==> config.mk <==
export PLATFORM = sky130hd
export DESIGN_NAME = alu_issue
export DESIGN_NICKNAME = d
export VERILOG_FILES = /design/src/rtl/alu_issue.sv
export SDC_FILE = /design/constraint.sdc
export NUM_CORES = 1
export LEC_CHECK = 0
export ABC_AREA = 0
export BUFFER_PORTS_ARGS = -buffer_cell sky130_fd_sc_hd__buf_2
export CAP_MARGIN = 20
export CORE_MARGIN = 3
export CORE_UTILIZATION = 45
export CTS_CLUSTER_DIAMETER = 100
export DETAILED_ROUTE_END_ITERATION = 16
export HOLD_SLACK_MARGIN = 0.1
export PLACE_DENSITY = 0.84
export REMOVE_ABC_BUFFERS = 1
export SLEW_MARGIN = 20
export SYNTH_ARGS = -nofsm -noshare
export SYNTH_HDL_FRONTEND = slang
export SYNTH_SLANG_ARGS = --single-unit
==> constraint.sdc <==
create_clock -name clk_i -period 2.2 [get_ports clk_i]
set_input_delay 0.11 -clock clk_i [delete_from_list [all_inputs] [get_ports clk_i]]
set_output_delay 0.11 -clock clk_i [all_outputs]
set_load 0.01 [all_outputs]
==> src/rtl/alu_issue.sv <==
// ID/EX decode-and-issue stage feeding the execute ALU, with a single-entry skid-free register.
// Optional `ALU_ISSUE_ILLEGAL_CNT_EN adds a saturating illegal-instruction counter port.
module alu_issue #(
  parameter int DATA_W = 32
`ifdef ALU_ISSUE_ILLEGAL_CNT_EN
  ,
  parameter int CNT_W = 16
`endif
) (
  input  logic              clk_i,
  input  logic              rst_i,
  input  logic              flush_i,
  input  logic              in_valid_i,
  output logic              in_ready_o,
  input  logic [31:0]       inst_i,
  input  logic [DATA_W-1:0] rs1_data_i,
  input  logic [DATA_W-1:0] rs2_data_i,
  output logic              out_valid_o,
  input  logic              out_ready_i,
  output logic [DATA_W-1:0] data1_o,
  output logic [DATA_W-1:0] data2_o,
  output logic [2:0]        alu_ctrl_o,
  output logic [4:0]        rd_o,
  output logic              reg_write_o,
  output logic              illegal_o
`ifdef ALU_ISSUE_ILLEGAL_CNT_EN
  ,
  output logic [CNT_W-1:0]  illegal_cnt_o
`endif
);

  typedef struct packed {
    logic [2:0]        ctrl;
    logic [DATA_W-1:0] d1;
    logic [DATA_W-1:0] d2;
    logic [4:0]        rd;
    logic              rw;
  } id_ex_t;

  localparam logic [6:0] OP_R    = 7'b0110011;
  localparam logic [6:0] OP_I    = 7'b0010011;
  localparam logic [6:0] F7_BASE = 7'b0000000;
  localparam logic [6:0] F7_ALT  = 7'b0100000;
  localparam logic [6:0] F7_MUL  = 7'b0000001;

  logic [6:0] opcode;
  logic [2:0] funct3;
  logic [6:0] funct7;
  logic [4:0] rd;

  assign opcode = inst_i[6:0];
  assign funct3 = inst_i[14:12];
  assign funct7 = inst_i[31:25];
  assign rd     = inst_i[11:7];

  logic unused_rs1_field;
  assign unused_rs1_field = ^inst_i[19:15];

  logic              legal;
  logic [2:0]        ctrl;
  logic              use_imm;
  logic [DATA_W-1:0] imm;

  always_comb begin
    legal   = 1'b0;
    ctrl    = 3'b000;
    use_imm = 1'b0;
    imm     = '0;
    unique case (opcode)
      OP_R: begin
        unique case ({funct7, funct3})
          {F7_BASE, 3'b111}: begin
            legal = 1'b1;
            ctrl  = 3'b000;
          end
          {F7_BASE, 3'b100}: begin
            legal = 1'b1;
            ctrl  = 3'b001;
          end
          {F7_BASE, 3'b001}: begin
            legal = 1'b1;
            ctrl  = 3'b010;
          end
          {F7_BASE, 3'b000}: begin
            legal = 1'b1;
            ctrl  = 3'b011;
          end
          {F7_ALT, 3'b000}: begin
            legal = 1'b1;
            ctrl  = 3'b100;
          end
          {F7_MUL, 3'b000}: begin
            legal = 1'b1;
            ctrl  = 3'b101;
          end
          default: ;
        endcase
      end
      OP_I: begin
        if (funct3 == 3'b000) begin
          legal   = 1'b1;
          ctrl    = 3'b011;
          use_imm = 1'b1;
          imm     = {{(DATA_W-12){inst_i[31]}}, inst_i[31:20]};
        end else if (funct3 == 3'b101 && funct7 == F7_ALT) begin
          legal   = 1'b1;
          ctrl    = 3'b110;
          use_imm = 1'b1;
          imm     = {{(DATA_W-5){1'b0}}, inst_i[24:20]};
        end
      end
      default: ;
    endcase
  end

  id_ex_t dec;
  always_comb begin
    dec.ctrl = ctrl;
    dec.d1   = rs1_data_i;
    dec.d2   = use_imm ? imm : rs2_data_i;
    dec.rd   = rd;
    dec.rw   = (rd != 5'd0);
  end

  logic   vld_q, vld_d;
  logic   ill_q, ill_d;
  id_ex_t ent_q, ent_d;
  logic   accept;

  assign in_ready_o = !vld_q || out_ready_i;
  assign accept     = in_valid_i && in_ready_o && !flush_i;

  // Illegal encodings are consumed as a bubble; payload keeps its old value.
  always_comb begin
    vld_d = vld_q;
    ent_d = ent_q;
    ill_d = ill_q;
    if (flush_i) begin
      vld_d = 1'b0;
    end else if (accept) begin
      vld_d = legal;
      if (legal) ent_d = dec;
      else       ill_d = 1'b1;
    end else if (out_ready_i) begin
      vld_d = 1'b0;
    end
  end

  always_ff @(posedge clk_i or posedge rst_i) begin
    if (rst_i) begin
      vld_q <= 1'b0;
      ill_q <= 1'b0;
      ent_q <= '0;
    end else begin
      vld_q <= vld_d;
      ill_q <= ill_d;
      ent_q <= ent_d;
    end
  end

  assign out_valid_o = vld_q;
  assign data1_o     = ent_q.d1;
  assign data2_o     = ent_q.d2;
  assign alu_ctrl_o  = ent_q.ctrl;
  assign rd_o        = ent_q.rd;
  assign reg_write_o = ent_q.rw;
  assign illegal_o   = ill_q;

`ifdef ALU_ISSUE_ILLEGAL_CNT_EN
  logic [CNT_W-1:0] cnt_q, cnt_d;

  always_comb begin
    cnt_d = cnt_q;
    if (accept && !legal && cnt_q != '1) cnt_d = cnt_q + 1'b1;
  end

  always_ff @(posedge clk_i or posedge rst_i) begin
    if (rst_i) cnt_q <= '0;
    else       cnt_q <= cnt_d;
  end

  assign illegal_cnt_o = cnt_q;
`endif

endmodule

==> summary.txt <==
post-DP HPWL - 6877 um
Initial DRC Count - 145
switch share - 23.43%
first-pass GRT wire length - 16,280 um
clock share of power - 38.2%
Worst path most repeated cell - or4_4
final core occ - 76.47%
area delta synth->final - 59.18%
Final Setup Violations - 0
CTS clock-pin slew for the worst setup and hold paths - 80 ps
Crit path largest cell delay - 530 ps
post-synthesis async set-or-reset flop share - 100.0%
final instance area - 5368 um^2
Mapped Cells - 254
initial antenna violation count - 0
Critical Path End - data1_o[21]$_DFFE_PP0P_
Vias - 3,219
Worst Path Arrival - 2360 ps
Net Switching - 0.0006545 W
Hold Fails Final Rpt - 0
slew of the pin with the lowest slew margin - 619.7 ps
fin worst setup slack - 49.80 ps
critical path's slowest cell - or4_4
Pleak - 2.931 nW
Clock Latency Late Sink - 330 ps
Reg2Reg Capture Point - data1_o[21]$_DFFE_PP0P_
IO Pins - 177
setup slack, reg-to-reg - 340 ps
WL/cell - 16.97 um
WP data required - 2410 ps
status - complete, no violations
overall global routing resource usage - 23.94%
Yosys warning count - 0
critical path launch point - inst_i[28]
Reg power frac - 50.2%
Rows - 30
CP Buf/Inv Count - 2
RSZ-0062 raised after global routing - false
H-tree Lvls - 3
Core Area - 7019 um^2
total congestion overflow - 0
max_cap viols - 0
Post-CTS Setup Inserts - 0
die area - 8568 um^2
Levels on crit path - 7
largest net degree at the start of global routing - 47
r2r startpoint - out_valid_o$_DFFE_PP0P_
initial core utilization - 48.04%
Int Power - 0.002138 W
DRC violations left - 0
setup TNS - 0 ps
Worst VDD drop - 0.0004588 V
Final nets - 615
Syn Area/Cell - 13.28 um^2
Final Cycle Share - 97.74%
Clock Tree Buf Depth - 2
placed inst area - 4493 um^2
TritonCTS clock tree - done
Synth cell types - 39
Max Fclk - 0.4651 GHz
crit-path leading delay family - simple AND/OR/NAND/NOR gates
CTS Buf Count - 9
post-synthesis sequential area ratio - 55.66%
crit path cell chain - buf_2, or4_4, or4_4, a2111o_1, nand2_4, buf_12, mux2_1
normalized max-slew margin - 58.69%
number of enable flip-flop cells after synthesis - 0
die width - 92.57 um
startpoint types - primary input
Logic pwr share - 11.5%
synthesis-stage register bit count - 75
filler cell count - 445
Worst Path Max Fanout - 24
routability cong. - 0.9251
pre-CTS WS - -337.3 ps
Pwr Density - 520.3 nW/um^2
critical path endpoint category - flop
Total Wirelength - 10,450 um
kind of critical path - in -> reg
clk sinks - 75
Hold Crit Class - in -> reg
post-route antenna net violation count - 0
Tmin final - 2150 ps
top_reg_cell synth - dfrtp_1
I/O Buffers - 171
vias per cell - 5.226
Clock Root Buffer - clkbuf_8
Clock Skews - 2.114 ps
vias in the first global route - 3,324
detailed-router iteration count before antenna repair - 4
fraction of layout cells with a size suffix above 1 - 45.47%
Die Y - 92.57 um
Max Slew Vio Count - 0
worst r2r path cells - 6
Post-Syn Area - 3372 um^2
==> metrics by stage <==
stage | cells | hold WS (ps) | power, W
finish | 616 | 110.9 | 0.002793
global route | 615 | 117.1 | 0.002884
CTS | 615 | 101.1 | 0.002820
detailed placement | 532 | 162.7 | 0.001655
global placement | 532 | 160.4 | 0.001649
floorplan | 236 | 176.2 | 0.001503
==> worst min-delay path by stage <==
stage                    from                      end  slack (ps)  depth (start not counted)
5_1_grt        rs2_data_i[25]  data2_o[25]$_DFFE_PP0P_         120                          3
2_1_floorplan         flush_i  out_valid_o$_DFFE_PP0P_         180                          1
3_3_place_gp            rst_i   data1_o[1]$_DFFE_PP0P_         160                          2
3_5_place_dp            rst_i   data2_o[4]$_DFFE_PP0P_         160                          2
6_report       rs2_data_i[18]  data2_o[18]$_DFFE_PP0P_         110                          3
4_1_cts        rs2_data_i[24]  data2_o[24]$_DFFE_PP0P_         100                          3
==> worst min-delay path, delay by kind of cell <==
family | cells | cell delay, ps
buffers and inverters | 1 | 80
AO/OA/AOI/OAI | 2 | 220
==> layout make-up <==
type / count / area [um^2] / area share (%)
antenna: 1 / 2.502 / 0.04662
clock buffer: 10 / 137.6 / 2.564
clock inverter: 6 / 63.81 / 1.189
inverter: 2 / 8.758 / 0.1632
multi-input combinational: 159 / 1364 / 25.41
sequential: 75 / 1877 / 34.97
tap: 96 / 120.1 / 2.238
timing repair buffer: 267 / 1794 / 33.43
==> Yosys cell counts (3+ instances only) <==
master,count,area share [%]
dfrtp_1,75,56
mux2_1,40,13
o21ai_1,18,2.7
a2bb2oi_2,15,6.7
clkbuf_1,10,1.1
o21ai_0,10,1.5
a21oi_1,9,1.3
a2bb2oi_1,8,2.1
nand3b_1,6,1.3
nor3_1,5,0.74
o21a_1,5,1.1
o22a_1,5,1.3
a21boi_1,4,0.89
buf_6,4,1.3
nor4_1,4,0.74
nand2_1,3,0.33
nand2b_1,3,0.56
nor2_1,3,0.33
==> flip-flops by register name, summed over array words and instances (netlist names) <==
| name | flops |
|---|---|
| data2_o | 32 |
| alu_ctrl_o | 3 |
| reg_write_o | 1 |
| rd_o | 5 |
| illegal_o | 1 |
| data1_o | 32 |
| out_valid_o | 1 |
==> timing repair <==
| item | CTS | global route |
|---|---|---|
| hold buffers | 67 | 0 |
| endpoints found under the setup margin | 0 | 11 |
| gates resized for setup | 0 | 0 |
| hold endpoints to repair | 93 | 0 |
==> cell usage in the layout (no fill, tap or decap), types with 2 or more instances in the layout <==
| master | n |
|---|---|
| nand2_1 | 3 |
| dfrtp_1 | 75 |
| o21ai_0 | 10 |
| a21oi_1 | 8 |
| or3_1 | 2 |
| a21boi_1 | 4 |
| mux2_1 | 40 |
| clkinv_2 | 3 |
| nor4_1 | 4 |
| o22a_1 | 5 |
| buf_2 | 171 |
| buf_4 | 25 |
| clkinvlp_4 | 2 |
| or4_4 | 2 |
| nor3_1 | 5 |
| a2bb2oi_2 | 15 |
| nor2_1 | 3 |
| a2bb2oi_1 | 8 |
| buf_12 | 4 |
| o21ai_1 | 18 |
| nand3b_1 | 6 |
| a211o_1 | 2 |
| nand2b_1 | 3 |
| o21a_1 | 5 |
| dlygate4sd3_1 | 67 |
| clkbuf_8 | 10 |
==> cells by family (layout without fill, tap and decap cells) <==
| group | after synthesis | count (layout) | share of synthesized area, % |
|---|---|---|---|
| compound gates | 84 | 84 | 20.08 |
| buf+inv | 20 | 285 | 4.007 |
| simple gates | 34 | 34 | 6.642 |
| other cells | 0 | 1 | 0 |
| mux | 40 | 40 | 13.36 |
| xor+xnor | 1 | 1 | 0.2598 |
| flops | 75 | 75 | 55.66 |
==> routing by layer <==
metal,track usage [%],vias up,wire length [um]
met5,0,-,0
met4,8.911,0,216
met3,6.093,23,888
met2,43.81,167,5514
met1,26.58,1543,3835
li1,-,1486,-
==> power groups by stage <==
stage / Combinational, W / Sequential, W / Clock, W
final: 0.000322 / 0.00140 / 0.00107
after floorplan: 0.0000659 / 0.00144 / 0
after global placement: 0.000220 / 0.00143 / 0
after detailed placement: 0.000225 / 0.00143 / 0
after global routing: 0.000348 / 0.00140 / 0.00113
after CTS: 0.000318 / 0.00140 / 0.00110
Power figures use the tool's default switching activity.
